==> src/rtl/psk_sched_pkg.sv <==
// Shared constants, config state encoding and the constellation-size legality check
// for the PSK demapper scheduler.
package psk_sched_pkg;

  localparam int unsigned DW_DEFAULT = 16;

  localparam logic [5:0] NP_4     = 6'd4;
  localparam logic [5:0] NP_8     = 6'd8;
  localparam logic [5:0] NP_12    = 6'd12;
  localparam logic [5:0] NP_16    = 6'd16;
  localparam logic [5:0] NP_RESET = NP_4;

  typedef enum logic {
    CFG_IDLE,
    CFG_PEND
  } cfg_state_t;

  function automatic logic np_legal(input logic [5:0] np);
    return (np == NP_4) || (np == NP_8) || (np == NP_12) || (np == NP_16);
  endfunction

endpackage

==> src/rtl/psk_rr_arb.sv <==
// Combinational round-robin arbiter: searches from last_grant+1 upward with wrap.
// gid_o carries the search result even when disabled (0 when nothing requests).
module psk_rr_arb #(
  parameter  int unsigned NCH = 4,
  localparam int unsigned CW  = $clog2(NCH)
) (
  input  logic [NCH-1:0] req_i,
  input  logic           en_i,
  input  logic [CW-1:0]  last_grant_i,
  output logic [NCH-1:0] grant_o,
  output logic [CW-1:0]  gid_o,
  output logic           any_o
);

  logic [CW:0] idx;
  logic        found;

  always_comb begin
    found = 1'b0;
    gid_o = '0;
    idx   = '0;
    for (int unsigned i = 1; i <= NCH; i++) begin
      idx = {1'b0, last_grant_i} + (CW+1)'(i);
      if (idx >= (CW+1)'(NCH)) begin
        idx = idx - (CW+1)'(NCH);
      end
      if (!found && req_i[idx[CW-1:0]]) begin
        found = 1'b1;
        gid_o = idx[CW-1:0];
      end
    end
    any_o   = en_i && found;
    grant_o = any_o ? (NCH'(1) << gid_o) : '0;
  end

endmodule

==> src/rtl/psk_demap_sched.sv <==
// Round-robin scheduler sharing one combinational PSK demapper between NCH requesters.
// Optional per-channel accept counters: define PSK_SCHED_STATS_EN.
module psk_demap_sched
  import psk_sched_pkg::*;
#(
  parameter  int unsigned NCH = 4,
  parameter  int unsigned DW  = DW_DEFAULT,
  localparam int unsigned CW  = $clog2(NCH)
) (
  input  logic              clk,
  input  logic              rst,
  input  logic [NCH-1:0]    in_valid,
  output logic [NCH-1:0]    in_ready,
  input  logic [NCH*DW-1:0] in_real,
  input  logic [NCH*DW-1:0] in_imag,
  input  logic              cfg_wr,
  input  logic [5:0]        cfg_n_points,
  output logic              cfg_busy,
  output logic              cfg_err,
  output logic [DW-1:0]     dm_x_real,
  output logic [DW-1:0]     dm_x_imag,
  output logic [5:0]        dm_n_points,
  input  logic [5:0]        dm_index,
  output logic              out_valid,
  input  logic              out_ready,
  output logic [5:0]        out_index,
  output logic [CW-1:0]     out_chan
`ifdef PSK_SCHED_STATS_EN
  ,
  input  logic              stat_clr,
  output logic [NCH*32-1:0] stat_count
`endif
);

  logic [CW-1:0] last_grant_q, last_grant_d;
  logic          out_valid_q, out_valid_d;
  logic [5:0]    out_index_q, out_index_d;
  logic [CW-1:0] out_chan_q, out_chan_d;
  cfg_state_t    cfg_state_q, cfg_state_d;
  logic [5:0]    pend_val_q, pend_val_d;
  logic [5:0]    np_q, np_d;
  logic          cfg_err_q, cfg_err_d;

  logic           out_free;
  logic           accept_en;
  logic           accept;
  logic [NCH-1:0] grant;
  logic [CW-1:0]  gid;
  logic [DW-1:0]  re_a [NCH];
  logic [DW-1:0]  im_a [NCH];

  for (genvar c = 0; c < NCH; c++) begin : g_unpack
    assign re_a[c] = in_real[c*DW +: DW];
    assign im_a[c] = in_imag[c*DW +: DW];
  end

  assign out_free  = !out_valid_q || out_ready;
  assign accept_en = out_free && (cfg_state_q == CFG_IDLE) && !rst;

  psk_rr_arb #(.NCH(NCH)) u_arb (
    .req_i        (in_valid),
    .en_i         (accept_en),
    .last_grant_i (last_grant_q),
    .grant_o      (grant),
    .gid_o        (gid),
    .any_o        (accept)
  );

  assign in_ready    = grant;
  assign dm_x_real   = re_a[gid];
  assign dm_x_imag   = im_a[gid];
  assign dm_n_points = np_q;
  assign out_valid   = out_valid_q;
  assign out_index   = out_index_q;
  assign out_chan    = out_chan_q;
  assign cfg_busy    = (cfg_state_q == CFG_PEND);
  assign cfg_err     = cfg_err_q;

  always_comb begin
    last_grant_d = last_grant_q;
    out_valid_d  = out_valid_q;
    out_index_d  = out_index_q;
    out_chan_d   = out_chan_q;
    cfg_state_d  = cfg_state_q;
    pend_val_d   = pend_val_q;
    np_d         = np_q;
    cfg_err_d    = 1'b0;

    if (accept) begin
      out_valid_d  = 1'b1;
      out_index_d  = dm_index;
      out_chan_d   = gid;
      last_grant_d = gid;
    end else if (out_free) begin
      out_valid_d = 1'b0;
    end

    // Apply consumes the old pending value; a same-cycle write then re-arms pending.
    if ((cfg_state_q == CFG_PEND) && !out_valid_q) begin
      np_d        = pend_val_q;
      cfg_state_d = CFG_IDLE;
    end
    if (cfg_wr) begin
      if (np_legal(cfg_n_points)) begin
        pend_val_d  = cfg_n_points;
        cfg_state_d = CFG_PEND;
      end else begin
        cfg_err_d = 1'b1;
      end
    end
  end

  always_ff @(posedge clk) begin
    if (rst) begin
      last_grant_q <= CW'(NCH-1);
      out_valid_q  <= 1'b0;
      out_index_q  <= '0;
      out_chan_q   <= '0;
      cfg_state_q  <= CFG_IDLE;
      pend_val_q   <= NP_RESET;
      np_q         <= NP_RESET;
      cfg_err_q    <= 1'b0;
    end else begin
      last_grant_q <= last_grant_d;
      out_valid_q  <= out_valid_d;
      out_index_q  <= out_index_d;
      out_chan_q   <= out_chan_d;
      cfg_state_q  <= cfg_state_d;
      pend_val_q   <= pend_val_d;
      np_q         <= np_d;
      cfg_err_q    <= cfg_err_d;
    end
  end

`ifdef PSK_SCHED_STATS_EN
  logic [31:0] stat_q [NCH];
  logic [31:0] stat_d [NCH];

  always_comb begin
    for (int unsigned c = 0; c < NCH; c++) begin
      stat_d[c] = stat_q[c];
      if (stat_clr) begin
        stat_d[c] = '0;
      end else if (grant[c] && (stat_q[c] != '1)) begin
        stat_d[c] = stat_q[c] + 32'd1;
      end
    end
  end

  always_ff @(posedge clk) begin
    for (int unsigned c = 0; c < NCH; c++) begin
      if (rst) begin
        stat_q[c] <= '0;
      end else begin
        stat_q[c] <= stat_d[c];
      end
    end
  end

  for (genvar c = 0; c < NCH; c++) begin : g_stat
    assign stat_count[c*32 +: 32] = stat_q[c];
  end
`endif

endmodule

==> config.mk <==
export PLATFORM = sky130hd
export DESIGN_NAME = psk_demap_sched
export DESIGN_NICKNAME = d
export VERILOG_FILES = /design/src/rtl/psk_sched_pkg.sv /design/src/rtl/psk_rr_arb.sv /design/src/rtl/psk_demap_sched.sv
export SDC_FILE = /design/constraint.sdc
export NUM_CORES = 1
export LEC_CHECK = 0
export ABC_AREA = 1
export BUFFER_PORTS_ARGS = -buffer_cell sky130_fd_sc_hd__buf_2
export CORE_ASPECT_RATIO = 1.25
export CORE_MARGIN = 2
export CORE_UTILIZATION = 43
export DETAILED_ROUTE_END_ITERATION = 12
export GPL_TIMING_DRIVEN = 0
export MAX_ROUTING_LAYER = met4
export PLACE_DENSITY = 0.87
export SLEW_MARGIN = 20
export SYNTH_ARGS = -nofsm -noshare
export SYNTH_HDL_FRONTEND = slang
export SYNTH_SLANG_ARGS = --single-unit
==> constraint.sdc <==
create_clock -name clk -period 2.72 [get_ports clk]
set_input_delay 0.408 -clock clk [delete_from_list [all_inputs] [get_ports clk]]
set_output_delay 0.408 -clock clk [all_outputs]
set_load 0.01 [all_outputs]
# [Yosys cells after proc, flatten, opt, wreduce, memory -nomap -nowiden]
# Index checks and enable logic that the tools add are counted.
[totals] reg_bits=25 output_inout_bits=53
[classes] n_addsub=8 magnitude_cmp=9 eq_ne=4 n_shift=1 mux=33 bitwise=3 n_reduce_logical=19
[ops] op="$bmux W16 S2" n=2
[ops] op="$mux W16" n=4
[ops] op="$mux W2" n=8
[ops] op="$ge A3 B3 Y1 const B" n=5
[ops] op="$mux W1" n=14
[ops] op="$eq A6 B4 Y1 const B" n=2
[ops] op="$lt A2 B3 Y1 const B" n=4
[ops] op="$bmux W1 S2" n=4
[ops] op="$sub A2 B1 Y2 const B" n=4
[ops] op="$logic_and A1 B1 Y1" n=7
[ops] op="$add A2 B2 Y3 const B" n=2
[ops] op="$eq A6 B3 Y1 const B" n=1
[ops] op="$eq A6 B5 Y1 const B" n=1
[ops] op="$logic_not A1 Y1" n=5
[ops] op="$logic_or A1 B1 Y1" n=4
[ops] op="$mux W4" n=1
[ops] op="$shl A1 B2 Y4 const A" n=1
[ops] op="$add A2 B1 Y3 const B" n=1
[ops] op="$add A2 B3 Y3 const B" n=1
[ops] op="$not A2 Y3" n=1
[ops] op="$not A1 Y1" n=2
[ops] op="$reduce_and A2 Y1" n=1
[ops] op="$reduce_bool A2 Y1" n=1
[ops] op="$reduce_or A2 Y1" n=1

# [Depth between registers and ports, before layout]
[depth] ltp_word=19 ltp_mapped=15 mapped_depth_nobuf=13

# [Hierarchy]
# Synthesis repeated with hierarchy kept, for this count alone.
[unflattened] cells_unflattened=372 area_unflattened_um2=2213.4
[modules_own_cells] mod="psk_demap_sched" n_inst=1 cells_per_inst=299 area_per_inst_um2=1850.5 seq_area_each_um2=500.5
[modules_own_cells] mod="psk_rr_arb" n_inst=1 cells_per_inst=73 area_per_inst_um2=362.8 seq_area_each_um2=0.0

# [Worst setup path before layout]
# No wires, ideal clock.
[synth_path] path_kind="register to output" startpoint="register last_grant_q[0]" endpoint="output dm_x_imag[0]" arrival_ns=1.569 t_required_ns=2.312 path_slack_ns=0.743 stages_incl_launch_ff=12 n_path_buf=1 path_cell_list="dfxtp_1 -> inv_2 -> nand2_2 -> nand2_1 -> nand2_1 -> nand2_2 -> nor2_4 -> nand3_1 -> nand3_2 -> buf_1 -> nand2_1 -> nand2_1"
[synth_between] elab_chain_cells=19 word_cells_on_any_way=41 classes_between="add/sub (8); order compare (4); mux (22); bitwise (1); reduce/logical (6)"
[synth_lines] item="from (decl)" line="psk_demap_sched.sv:35" source="logic [CW-1:0] last_grant_q, last_grant_d;"
[synth_lines] item="from (signal assigned)" line="psk_demap_sched.sv:115" source="last_grant_q <= CW'(NCH-1);"
[synth_lines] item="from (signal assigned)" line="psk_demap_sched.sv:124" source="last_grant_q <= last_grant_d;"
[synth_lines] item="$add A2 B1 Y3" line="psk_rr_arb.sv:23" source="idx = {1'b0, last_grant_i} + (CW+1)'(i);"
[synth_lines] item="$ge A3 B3 Y1 / $sub A2 B1 Y2 (equally long branches)" line="psk_rr_arb.sv:24, psk_rr_arb.sv:25"
[synth_lines] item="$mux W2" line="psk_rr_arb.sv:24" source="if (idx >= (CW+1)'(NCH)) begin"
[synth_lines] item="$bmux W1 S2" line="psk_rr_arb.sv:27" source="if (!found && req_i[idx[CW-1:0]]) begin"
[synth_lines] item="$mux W1 (not written as such)" line="psk_rr_arb.sv:27"
[synth_lines] item="$mux W1" line="psk_rr_arb.sv:27"
[synth_lines] item="$logic_not A1 Y1" line="psk_rr_arb.sv:27"
[synth_lines] item="$logic_and A1 B1 Y1" line="psk_rr_arb.sv:27"
[synth_lines] item="[... 2 more ...]"
[synth_lines] item="$logic_and A1 B1 Y1" line="psk_rr_arb.sv:27"
[synth_lines] item="$mux W1" line="psk_rr_arb.sv:27"
[synth_lines] item="$logic_not A1 Y1" line="psk_rr_arb.sv:27"
[synth_lines] item="$logic_and A1 B1 Y1" line="psk_rr_arb.sv:27"
[synth_lines] item="$mux W2 (*)" line="psk_rr_arb.sv:27"
[synth_lines] item="$not A2 Y3 (not written as such) (*)" line="psk_demap_sched.sv:71" source="assign dm_x_imag = im_a[gid];"
[synth_lines] item="$bmux W16 S2 (*)" line="psk_demap_sched.sv:71"
[synth_lines] item="$mux W16 (not written as such) (*) (2 in a row)" line="psk_demap_sched.sv:71"
[synth_lines] item="to (decl)" line="psk_demap_sched.sv:21" source="output logic [DW-1:0] dm_x_imag,"
# Every way passes the cells marked *; elsewhere a longest branch is shown, timed or not. The select of a mux whose other input is x is not followed.

# [Final worst setup path]
[layout_path] startpoint="register last_grant_q[1]" endpoint="output dm_x_real[14]"
[layout_between] elab_chain_cells=19 word_cells_on_any_way=41 classes_between="add/sub (8); order compare (4); mux (22); bitwise (1); reduce/logical (6)"
[layout_lines] item="$add A2 B1 Y3" line="psk_rr_arb.sv:23"
[layout_lines] item="$ge A3 B3 Y1 / $sub A2 B1 Y2 (equally long branches)" line="psk_rr_arb.sv:24, psk_rr_arb.sv:25"
[layout_lines] item="$mux W2" line="psk_rr_arb.sv:24"
[layout_lines] item="$bmux W1 S2" line="psk_rr_arb.sv:27"
[layout_lines] item="$mux W1 (not written as such)" line="psk_rr_arb.sv:27"
[layout_lines] item="$mux W1" line="psk_rr_arb.sv:27"
[layout_lines] item="$logic_not A1 Y1" line="psk_rr_arb.sv:27"
[layout_lines] item="$logic_and A1 B1 Y1" line="psk_rr_arb.sv:27"
[layout_lines] item="[... 2 more ...]"
[layout_lines] item="$logic_and A1 B1 Y1" line="psk_rr_arb.sv:27"
[layout_lines] item="$mux W1" line="psk_rr_arb.sv:27"
[layout_lines] item="$logic_not A1 Y1" line="psk_rr_arb.sv:27"
[layout_lines] item="$logic_and A1 B1 Y1" line="psk_rr_arb.sv:27"
[layout_lines] item="$mux W2 (*)" line="psk_rr_arb.sv:27"
[layout_lines] item="$not A2 Y3 (not written as such) (*)" line="psk_demap_sched.sv:70" source="assign dm_x_real = re_a[gid];"
[layout_lines] item="$bmux W16 S2 (*)" line="psk_demap_sched.sv:70"
[layout_lines] item="$mux W16 (not written as such) (*) (2 in a row)" line="psk_demap_sched.sv:70"
[layout_lines] item="to (decl)" line="psk_demap_sched.sv:20" source="output logic [DW-1:0] dm_x_real,"
# Marks and branches as above.

==> flow_metrics.py <==
metrics = {
    "worst_setup_path": {
        "crit_chain": "inv_1 > nand2_1 > nand2_2 > nand2_1 > nand2_2 > nor2_1 > nor2_1 > nand2_2 > nand2_2 > buf_6 > buf_6 > nand2_1 > nand2_1 > nand2_1 > nand2_1 > buf_2",
        "timing.critical_path.mode_cell": "nand2_1",
        "required_ns": 2.31,
        "critPathMaxStageDelay_ns": 0.37,
        "worst-setup-path-type": "reg -> out",
        "path_delay_family": "simple AND/OR/NAND/NOR gates",
        "cp-start-kind": "flop",
        "end_kind": "primary output",
        "crit_buf_inv": 4,
        "crit_arrival_ns": 2.15,
        "crit_path_top_delay_cell": "dfxtp_4",
        "crit_fanout": 10,
        "reg2reg_slack_ns": 0.88,
    },
    "drt": {
        "antenna_left": 0,
        "drtIter0Drc": 143,
        "drc": 0,
        "drtPass1Iterations": 4,
        "wl_per_cell_um": 12.6,
        "routed_via_density": 4.91,
        "via_count": 3681,
        "totalWireLength_um": 9440,
    },
    "timing": {
        "finalHoldViolations": 0,
        "period_needed_ns": 2.56,
        "holdWs_ns": 0.374,
        "worst_pin_slew_ns": 0.372,
        "slew_headroom": 0.752,
        "setup_viol": 0,
        "clock_skew_ns": 0.00371,
        "finalCritPeriodShare": 0.942,
        "slew_violations": 0,
        "fmax_mhz": 390,
    },
    "floorplanning": {
        "ios": 201,
        "dieArea_um2": 6430,
        "start_util": 0.438,
        "die_height_um": 89.2,
        "core_um2": 5700,
        "rows": 31,
        "die_w_um": 72.1,
    },
    "clock_network": {
        "cts_tree": "built",
        "worstSkewPairLatency_ns": 0.27,
        "path_clk_slew_ns": 0.08,
        "clock_sinks": 25,
        "cts_hold_buffers": 0,
        "postCtsSetupBuffers": 0,
        "clock_path_buffers": 2,
        "cts_max_level": 1,
        "cts_root_buffer": "clkbuf_8",
        "numCtsBuffers": 3,
    },
    "global_route": {
        "grt_overflow": 0,
        "first_global_vias": 3145,
        "grt_pass1_wl_um": 14100,
        "antenna_found_initial": 0,
        "grt_usage": 0.279,
        "grt_max_degree": 15,
    },
    "finish": {
        "drive_gt1_frac": 0.359,
        "num_antenna_cells": 0,
        "area_delta_synth_final_pct": 46.9,
        "fin_util": 0.643,
        "final_nets": 832,
        "finalInstanceArea_um2": 3670,
    },
    "power_and_ir_drop": {
        "worst_ir_drop_vdd_mv": 0.552,
        "p_leak_nw": 2.35,
        "powerDensity_nw_per_um2": 1070,
        "p_total_mw": 3.93,
    },
    "run": {
        "maxCapViolCount": 0,
    },
    "worst_hold_path": {
        "hold_path_class": "in -> reg",
    },
    "synth": {
        "syn_inst": 480,
        "ys_seq_area_frac": 0.201,
        "ys_types": 20,
        "syn_area_um2": 2500,
        "ys_ff_latch": 25,
        "synth.avg_cell_area_um2": 5.20,
        "synth_warnings": 0,
        "synth_fp_nets": 628,
    },
    "placed_design": {
        "postPlaceCellArea_um2": 3570,
        "dpl.hpwl_um": 7730,
        "port_buffers": 199,
        "place_congestion": 0.852,
    },
    "status": {
        "status": "complete, no violations",
    },
}
==> flip-flops by register name, summed over array words and instances, names as in the netlist <==
name	flops
dm_n_points	6
out_index	6
pend_val_q	6
last_grant_q	2
out_chan	2
cfg_busy	1
cfg_err	1
out_valid	1
==> cell usage after synthesis <==
| master | count | area (um^2) |
|---|---|---|
| nand2_2 | 6 | 37.5 |
| nand2_1 | 268 | 1010 |
| a21oi_1 | 7 | 35.0 |
| nor2_4 | 1 | 11.3 |
| clkbuf_1 | 2 | 7.51 |
| inv_2 | 1 | 3.75 |
| inv_1 | 13 | 48.8 |
| clkinv_1 | 1 | 3.75 |
| dfxtp_1 | 25 | 500 |
| buf_6 | 13 | 146 |
| o21ai_0 | 13 | 65.1 |
| nor3_1 | 3 | 15.0 |
| nand3_1 | 71 | 355 |
| nand3_2 | 2 | 20.0 |
| nor2_1 | 34 | 128 |
| xnor2_1 | 1 | 8.76 |
| buf_2 | 14 | 70.1 |
| o211ai_1 | 2 | 15.0 |
| buf_1 | 1 | 3.75 |
| nand3b_1 | 2 | 15.0 |
==> worst paths after layout <==
kind / depth (start not counted) / from / end
worst min register to register: 2 / pend_val_q[0] / pend_val_q[0]
worst max-delay path: 16 / last_grant_q[1] / dm_x_real[14]
worst min-delay path: 3 / cfg_n_points[2] / pend_val_q[2]
worst max register to register: 11 / last_grant_q[1] / last_grant_q[1]
==> worst min-delay path, cell delays in order <==
cell     delay (ns)
buf_2          0.09
nand2_1        0.05
nand3_1        0.07
==> cell usage in the layout (no fill, tap or decap) <==
cell type / count
inv_1: 12
clkbuf_1: 2
nand3b_1: 2
nor2_4: 1
buf_2: 205
nand2_1: 267
inv_4: 2
nor2_1: 34
a21oi_1: 7
nand3_2: 1
buf_4: 3
dfxtp_4: 2
nand3_1: 71
nand2_2: 7
clkinv_1: 1
clkbuf_8: 3
clkinv_2: 1
nand3_4: 1
nor3_1: 3
buf_6: 13
dfxtp_1: 23
clkbuf_4: 6
o211ai_1: 2
o21ai_0: 13
xnor2_1: 1
==> final cells by class <==
cell class / instances / area (um^2)
fillers: 573 / 2030
clock inverters: 1 / 5.00
multi-input cells: 410 / 1720
clock buffers: 3 / 41.3
well taps: 66 / 82.6
repair buffers: 199 / 996
plain buffers: 30 / 251
flip-flops and latches: 25 / 508
inverters: 15 / 61.3
==> stage by stage <==
step | setup TNS (ns) | setup slack [ns] | cells
2_1_floorplan | 0 | 0.743 | 480
3_3_place_gp | 0 | 0.317 | 745
3_5_place_dp | 0 | 0.254 | 745
4_1_cts | 0 | 0.0173 | 749
5_1_grt | -0.0386 | -0.0208 | 749
6_report | 0 | 0.159 | 749
==> where the power goes <==
part | switching (mW) | internal, mW | total [mW] | leakage (nW)
combinational | 1.97 | 1.30 | 3.27 | 2.12
sequential | 0.0319 | 0.409 | 0.440 | 0.205
clock | 0.116 | 0.103 | 0.218 | 0.0255
total | 2.12 | 1.81 | 3.93 | 2.35
==> repair_timing <==
action / 4_1_cts / 5_1_grt
endpoints found under the setup margin: 16 / 35
pin swaps: 0 / 0
resized for setup: 2 / 20
==> layer usage <==
| layer | vias up | GRT usage | wire length, um |
|---|---|---|---|
| li1 | 1913 | - | - |
| met1 | 1596 | 0.307 | 3700 |
| met2 | 161 | 0.519 | 4850 |
| met3 | 11 | 0.0541 | 789 |
| met4 | 0 | 0.0549 | 89 |
| met5 | - | - | 0 |
==> logic make-up after synthesis <==
group                     share of synthesized area
and+or+nand+nor                               0.636
buffers and inverters                         0.114
DFF                                           0.201
AOI/OAI and AO/OA                            0.0461
xor gates and xnor gates                    0.00351
Note: power is estimated with default switching activity, not from simulation.
